### config.mk
export PLATFORM = sky130hd
export DESIGN_NAME = dmem_responder
export DESIGN_NICKNAME = d
export VERILOG_FILES = /design/src/rtl/dmem_responder.sv
export SDC_FILE = /design/constraint.sdc
export NUM_CORES = 2
export LEC_CHECK = 0
export ABC_AREA = 1
export CAP_MARGIN = 20
export CORE_MARGIN = 1
export CORE_UTILIZATION = 60
export DETAILED_ROUTE_END_ITERATION = 10
export PLACE_DENSITY = 0.77
export SYNTH_ARGS = -nofsm -noshare
export SYNTH_HDL_FRONTEND = slang
export SYNTH_SLANG_ARGS = --single-unit
### constraint.sdc
create_clock -name clk -period 10.35 [get_ports clk]
set_input_delay 2.5875 -clock clk [delete_from_list [all_inputs] [get_ports clk]]
set_output_delay 2.5875 -clock clk [all_outputs]
set_load 0.01 [all_outputs]
### src/rtl/dmem_responder.sv
// Multi-cycle data-memory responder for the core's load/store port.
// Requests are accepted one at a time, sized by funct3, and answered after WAIT_CYCLES wait states.
module dmem_responder #(
    parameter int unsigned DEPTH_WORDS = 64,
    parameter int unsigned WAIT_CYCLES = 2,
    parameter logic [31:0] ADDR_BASE   = 32'h0000_0000
) (
    input  logic        clk,
    input  logic        reset,
    input  logic        req_valid,
    output logic        req_ready,
    input  logic        req_write,
    input  logic [31:0] req_addr,
    input  logic [31:0] req_wdata,
    input  logic [2:0]  req_funct3,
    output logic        rsp_valid,
    input  logic        rsp_ready,
    output logic [31:0] rsp_rdata,
    output logic        rsp_error
);

    localparam int unsigned IDX_W     = $clog2(DEPTH_WORDS);
    localparam logic [31:0] SPAN      = 32'(DEPTH_WORDS * 4);
    localparam logic [3:0]  WAIT_LOAD = 4'(WAIT_CYCLES);

    localparam logic [1:0] ST_IDLE = 2'd0;
    localparam logic [1:0] ST_WAIT = 2'd1;
    localparam logic [1:0] ST_RESP = 2'd2;

    logic [1:0]       state;
    logic [3:0]       wait_cnt;
    logic             lat_write;
    logic [31:0]      lat_addr;
    logic [31:0]      lat_wdata;
    logic [2:0]       lat_funct3;

    logic [31:0]      mem [DEPTH_WORDS];

    logic             accept;
    logic             access;
    logic [31:0]      off;
    logic [IDX_W-1:0] word_idx;
    logic [1:0]       lane;
    logic [31:0]      rd_word;
    logic [31:0]      wr_word;
    logic [31:0]      load_data;
    logic [7:0]       byte_sel;
    logic [15:0]      half_sel;
    logic             bad_range;
    logic             bad_align;
    logic             bad_funct3;
    logic             acc_error;

    assign req_ready = (state == ST_IDLE);
    assign rsp_valid = (state == ST_RESP);
    assign accept    = req_valid && req_ready;
    assign access    = (state == ST_WAIT) && (wait_cnt == 4'd0);

    assign off      = lat_addr - ADDR_BASE;
    assign word_idx = off[IDX_W+1:2];
    assign lane     = off[1:0];
    assign rd_word  = mem[word_idx];
    assign byte_sel = rd_word[{lane, 3'b000} +: 8];
    assign half_sel = lane[1] ? rd_word[31:16] : rd_word[15:0];

    // funct3[1:0] encodes the access size; loads additionally allow the unsigned variants
    always_comb begin
        bad_range = (off >= SPAN);
        bad_align = 1'b0;
        case (lat_funct3[1:0])
            2'b01:   bad_align = lane[0];
            2'b10:   bad_align = (lane != 2'b00);
            default: bad_align = 1'b0;
        endcase
        if (lat_write) begin
            bad_funct3 = lat_funct3[2] || (lat_funct3[1:0] == 2'b11);
        end else begin
            bad_funct3 = (lat_funct3[1:0] == 2'b11) || (lat_funct3 == 3'b110);
        end
        acc_error = bad_range || bad_align || bad_funct3;
    end

    always_comb begin
        load_data = 32'd0;
        case (lat_funct3)
            3'b000:  load_data = {{24{byte_sel[7]}}, byte_sel};
            3'b001:  load_data = {{16{half_sel[15]}}, half_sel};
            3'b010:  load_data = rd_word;
            3'b100:  load_data = {24'd0, byte_sel};
            3'b101:  load_data = {16'd0, half_sel};
            default: load_data = 32'd0;
        endcase
    end

    // Read-modify-write merge keeps the unaddressed bytes of the word intact
    always_comb begin
        wr_word = rd_word;
        case (lat_funct3[1:0])
            2'b00: wr_word[{lane, 3'b000} +: 8] = lat_wdata[7:0];
            2'b01: begin
                if (lane[1]) begin
                    wr_word[31:16] = lat_wdata[15:0];
                end else begin
                    wr_word[15:0] = lat_wdata[15:0];
                end
            end
            2'b10:   wr_word = lat_wdata;
            default: wr_word = rd_word;
        endcase
    end

    always_ff @(posedge clk or negedge reset) begin
        if (!reset) begin
            state      <= ST_IDLE;
            wait_cnt   <= 4'd0;
            lat_write  <= 1'b0;
            lat_addr   <= 32'd0;
            lat_wdata  <= 32'd0;
            lat_funct3 <= 3'd0;
            rsp_rdata  <= 32'd0;
            rsp_error  <= 1'b0;
        end else begin
            case (state)
                ST_IDLE: begin
                    if (accept) begin
                        lat_write  <= req_write;
                        lat_addr   <= req_addr;
                        lat_wdata  <= req_wdata;
                        lat_funct3 <= req_funct3;
                        wait_cnt   <= WAIT_LOAD;
                        state      <= ST_WAIT;
                    end
                end
                ST_WAIT: begin
                    if (wait_cnt == 4'd0) begin
                        state     <= ST_RESP;
                        rsp_error <= acc_error;
                        rsp_rdata <= (acc_error || lat_write) ? 32'd0 : load_data;
                    end else begin
                        wait_cnt <= wait_cnt - 4'd1;
                    end
                end
                ST_RESP: begin
                    if (rsp_ready) begin
                        state     <= ST_IDLE;
                        rsp_rdata <= 32'd0;
                        rsp_error <= 1'b0;
                    end
                end
                default: state <= ST_IDLE;
            endcase
        end
    end

    // Storage survives reset; a reset during WAIT forces IDLE so the access edge never arrives
    always_ff @(posedge clk) begin
        if (access && lat_write && !acc_error) begin
            mem[word_idx] <= wr_word;
        end
    end

endmodule

### Word level (Yosys, flattened, before mapping)

Memories as Yosys holds them, arrays and structs flattened.
Index checks and enable logic that the tools add are counted.

* memories kept: 1
* output and inout bits: 35
* word-level logic and storage cells: 74
* bits in registers: 107
* bits in writable memories: 2048
* bits of input ports: 72

Memory list
* mem: words 64, bits a word 32, rd ports 1, clocked after Yosys merged registers in 0, write ports 1, RTL line 37 `logic [31:0] mem [DEPTH_WORDS];`

* equal/unequal tests: 14
* shift operators: 3
* add/subtract/negate cells: 2
* reduce and logical (&&, ||, !) cells: 21
* order comparisons: 1
* mux-type cells: 24

Operators by type and width (number)
* $pmux 32 s5: 1
* $mux 32: 3
* $pmux 32 s3: 1
* $pmux 32 s2: 1
* $mux 16: 3
* $bwmux 32: 1
* $ge 32x9->1 const B: 1
* $shift 8x7->32 const A: 1
* $shiftx 32x6->8: 1
* $shiftx 8x7->32: 1
* $eq 3x3->1 const B: 3
* $reduce_and 3->1: 3
* $mux 4: 2
* $pmux 4 s2: 1
* $neg 5->7: 1
* $eq 2x2->1 const B: 3
* $mux 2: 3
* $ne 2x1->1 const B: 3
* $pmux 2 s3: 1
* $reduce_bool 2->1: 3
* $logic_or 1x1->1: 5
* $mux 1: 5
* $eq 2x1->1 const B: 2
* $logic_and 1x1->1: 4
* other kinds (10): 12

### Longest topological paths before layout

* word-level depth: 8
* mapped depth: 21
* gate-level depth less buffers: 17

### Least setup slack after synthesis

No wires, ideal clock.

* path kind: reg2reg
* from: register lat_addr[1]
* to: memory mem[0][23], data pin
* cell stages (with the launch flop): 11
* arrival: 4417 ps
* required time: 9627 ps
* path slack: 5210 ps
* setup time: 723 ps
* path buffers: 3
* period minus slack after synthesis: 5140 ps
* cell sequence: dfrtp_1 clkinv_1 clkbuf_1 clkbuf_1 ha_1 inv_1 clkbuf_1 nand2_1 o22ai_1 nand2_1 a21boi_0

* word-level cells in the longest chain between the ends: 4
* elaborated cells between the ends (all ways): 6
* those cells by class: 1 x add/sub; 2 x shift; 3 x mux

RTL lines
* start: declaration: RTL line 33 `logic [31:0] lat_addr;`
* start signal: assignment: RTL line 127 `lat_addr <= req_addr;`
* $neg 5->7: RTL line 99 `2'b00: wr_word[{lane, 3'b000} +: 8] = lat_wdata[7:0];`
* $shiftx 8x7->32 / $shift 8x7->32 (equally long branches): RTL line 99
* $bwmux 32: RTL line 99
* $pmux 32 s3 *: RTL line 98 `case (lat_funct3[1:0])`
* via wr_word[23]: RTL line 45 `logic [31:0] wr_word;`
* end: declaration: RTL line 37

Mark *: on every way through the listed nets, which the timed path passes. The rest lies on a longest branch.

### Final worst setup path

* from: register lat_addr[2]
* to: memory mem[38][30], data pin

* word-level cells in the longest chain between the ends: 3
* elaborated cells between the ends (all ways): 4
* those cells by class: 3 x mux; 1 x memory

RTL lines (RTL line)
* $mem_v2 64x32 *
* $mux 16 / $bwmux 32 (equally long branches): 101, 99
* $pmux 32 s3 *: 98
* via wr_word[30]: 45

Marked as above.

==> flow_metrics.py <==
metrics = {
    "timing": {
        "rsz0062_at_grt": "no",
        "worst_pin_slew_ns": 1.17,
        "hold_slack_ns": 0.479,
        "hold_viol_final": 0,
        "period_share": 0.589,
        "relSlewSlack": 0.219,
        "setup_tns_ns": 0,
        "finalMaxSlewViolations": 0,
        "fin_crit_ns": 6.09,
        "fmax_mhz": 164,
        "final.setup_skew_ns": 0.0469,
        "setup_viol": 0,
    },
    "global_route": {
        "grt_use_total": 0.382,
        "grt_max_degree": 179,
        "grt_pass1_wl_microns": 418000,
        "grt_pass1_vias": 61800,
        "overflow": 0,
        "antenna_found_initial": 13,
    },
    "synth": {
        "synth_compound_area_frac": 0.0278,
        "syn_nets": 8906,
        "synth-adder-area-share": 0.00178,
        "syn_area_per_cell_sq_um": 10.3,
        "ys_warn_count": 0,
        "ys_ff_latch": 2155,
        "ys_seq_area_frac": 0.703,
        "synth-xor-area-share": 0.0000960,
        "muxShareOfSynthArea": 0.00494,
        "syn_area_sq_mm": 0.0913,
        "synth_cell_types": 39,
        "synthSimpleGateAreaFrac": 0.230,
        "synth_top_family_by_area": "simple AND/OR/NAND/NOR gates",
        "syn_inst": 8821,
    },
    "final_layout": {
        "fin_cells": 11100,
        "final_design_area_no_fill_sq_mm": 0.103,
        "final_core_util": 0.683,
        "drive_gt1_frac": 0.0746,
        "final_common_cell": "nand2_1",
        "mostFrequentLayoutCells": "4886 x nand2_1, 2048 x edfxtp_1, 259 x nor2_1",
        "layout.nets": 8963,
        "area_growth_pct": 12.5,
    },
    "setup_path": {
        "critPathArrivalTime_ns": 6.70,
        "path_delay_family": "buffers and inverters",
        "critical_path_required_ns": 10.95,
        "cp_common_cell": "nand2_1",
        "cp_slowest_cell": "a31oi_4",
        "crit_path_start_kind": "register",
        "critPathCaptureType": "register",
        "path_cells": "buf_12 -> buf_4 -> nand2_1 -> nand2_1 -> nand2_1 -> nand2_1 -> nand2_1 -> nand2_1 -> nand2_1 -> nand2_1 -> nor2_1 -> nand2_1 -> nand2_1 -> o21ai_0 -> nand2_1 -> a31oi_4 -> buf_4",
        "path_buf_inv": 3,
        "crit_path_max_fanout": 139,
        "cp-startpoint": "lat_addr[2]",
        "critical_path.reg2reg.startpoint": "lat_addr[2]",
        "path_class": "register to register",
        "critPathMaxStageDelay_ns": 0.89,
    },
    "route": {
        "drt_pass1_iterations": 7,
        "ant_nets": 0,
        "drtIter0Drc": 9771,
        "num_vias": 65700,
        "drc": 0,
        "routed_via_density": 5.94,
        "drt-total-wl_microns": 293000,
        "wl_per_cell_microns": 26.5,
    },
    "outcome": {
        "status": "completed",
    },
    "placed_design": {
        "hpwl_microns": 175000,
        "dp_cells": 10700,
        "gp_congestion": 1.06,
        "io_buffers": 106,
        "placed_cell_area_sq_mm": 0.0955,
    },
    "power": {
        "powerDensity_mw_per_mm2": 343,
        "leakage_nw": 41.7,
        "ir_drop_v": 0.000350,
    },
    "floorplanning": {
        "rows": 142,
        "die-area_sq_mm": 0.154,
        "core-area_sq_mm": 0.150,
        "die_x_microns": 392,
        "die_h_microns": 392,
        "ioPinCount": 107,
        "start_util": 0.607,
    },
    "cts": {
        "ctsHoldBuffers": 0,
        "ctsLongestPathBuffers": 3,
        "root_buffer": "clkbuf_16",
        "clk_pin_slew_worst_paths_ns": 0.06,
        "ctsResizeCount": 0,
        "worstSkewPairLatency_ns": 0.89,
        "cts_num_sinks": 2155,
        "cts_setup_buffers": 0,
        "htreeDepth": 4,
        "tritoncts": "built",
        "numCtsBuffers": 207,
    },
    "worst_hold_path": {
        "min_path_type": "register to register",
        "hp-start": "rsp_rdata[14]",
    },
    "run": {
        "drv_cap": 0,
    },
}
==> registers in the layout, indices dropped and copies added (netlist names) <==
signal,cells
lat_wdata,32
mem,2048
wait_cnt,4
rsp_rdata,32
rsp_error,1
lat_funct3,3
lat_addr,32
lat_write,1
state,2
==> path summary, 6_finish.rpt <==
path / to / slack, ns / cells after the start
max: mem[38][30] / 4.26 / 17
min: rsp_rdata[14] / 0.48 / 2
max reg2reg: mem[38][30] / 4.26 / 17
min reg2reg: rsp_rdata[14] / 0.48 / 2
max in group asynchronous: lat_wdata[2] / 7.50 / 2
min in group asynchronous: lat_addr[25] / 1.68 / 1
==> power breakdown <==
part | switching, W | internal, W
clock | 0.00335 | 0.00426
combinational | 0.0117 | 0.00264
sequential | 0.000291 | 0.0130
==> final cells by class <==
cell class              count  area [sq um]
flip-flops and latches   2155         64200
inverters                 221           865
diodes                      1          2.50
clock buffers             270          5510
fillers                 10700         47600
repair buffers            288          3190
clock inverters           109          1330
well taps                2016          2520
multi-input cells        6005         25100
==> worst reg2reg max path, cell delays in order, from the launching register on <==
cell and delay [ns]:
dfrtp_4 0.71, buf_12 0.54, buf_4 1.06, nand2_1 0.20, nand2_1 0.12, nand2_1 0.05
nand2_1 0.08, nand2_1 0.05, nand2_1 0.16, nand2_1 0.27, nand2_1 0.36, nor2_1 0.18
nand2_1 0.15, nand2_1 0.08, o21ai_0 0.09, nand2_1 0.12, a31oi_4 0.89, buf_4 0.64
==> synthesized netlist by cell type, drive strengths merged <==
library cell  instances  area (sq um)
o21ai               164           821
a21oi               238          1190
nor4                  6          37.5
nand4                21           131
a22oi                19           143
nor2                334          1280
inv                 216           813
nand3               145           726
nand3b               12          90.1
xor2                  1          8.76
o211ai               19           143
or2                  48           300
o22ai                 4          25.0
o21a                 10          75.1
a31oi                19           119
dfrtp               107          2680
nand2              4891         18400
a21boi                1          7.51
edfxtp             2048         61500
clkbuf              149           559
ha                   13           163
clkinv                5          18.8
nor3                 17          85.1
and2                  1          6.26
o31ai                 1          7.51
o21bai                1          7.51
mux2                 40           450
buf                 291          1500
==> layer usage <==
layer  GRT usage  vias to the layer above  share of wire  routed length [microns]
li1            -                    29100              -                        -
met5           0                        -        0.00019                       56
met3       0.115                      724           0.14                    41700
met4       0.215                       10          0.062                    18000
met1       0.523                    31400           0.37                   107000
met2       0.546                     4523           0.43                   126000
==> per-stage QoR <==
step	worst slack (ns)	power, W
after floorplan	5.21	0.0208
after global placement	4.01	0.0269
after detailed placement	4.54	0.0272
after CTS	4.50	0.0347
after global routing	4.13	0.0362
final	4.26	0.0352
==> kinds of logic (layout without fill, tap and decap cells) <==
family / Yosys count / after routing
adders and majority gates: 13 / 13
muxes: 40 / 40
other: 0 / 1
xor gates and xnor gates: 1 / 1
and+or+nand+nor: 5475 / 5475
AOI/OAI and AO/OA: 476 / 476
DFF: 2155 / 2155
buffers and inverters: 661 / 888
Note: power is estimated with default switching activity, not from simulation.
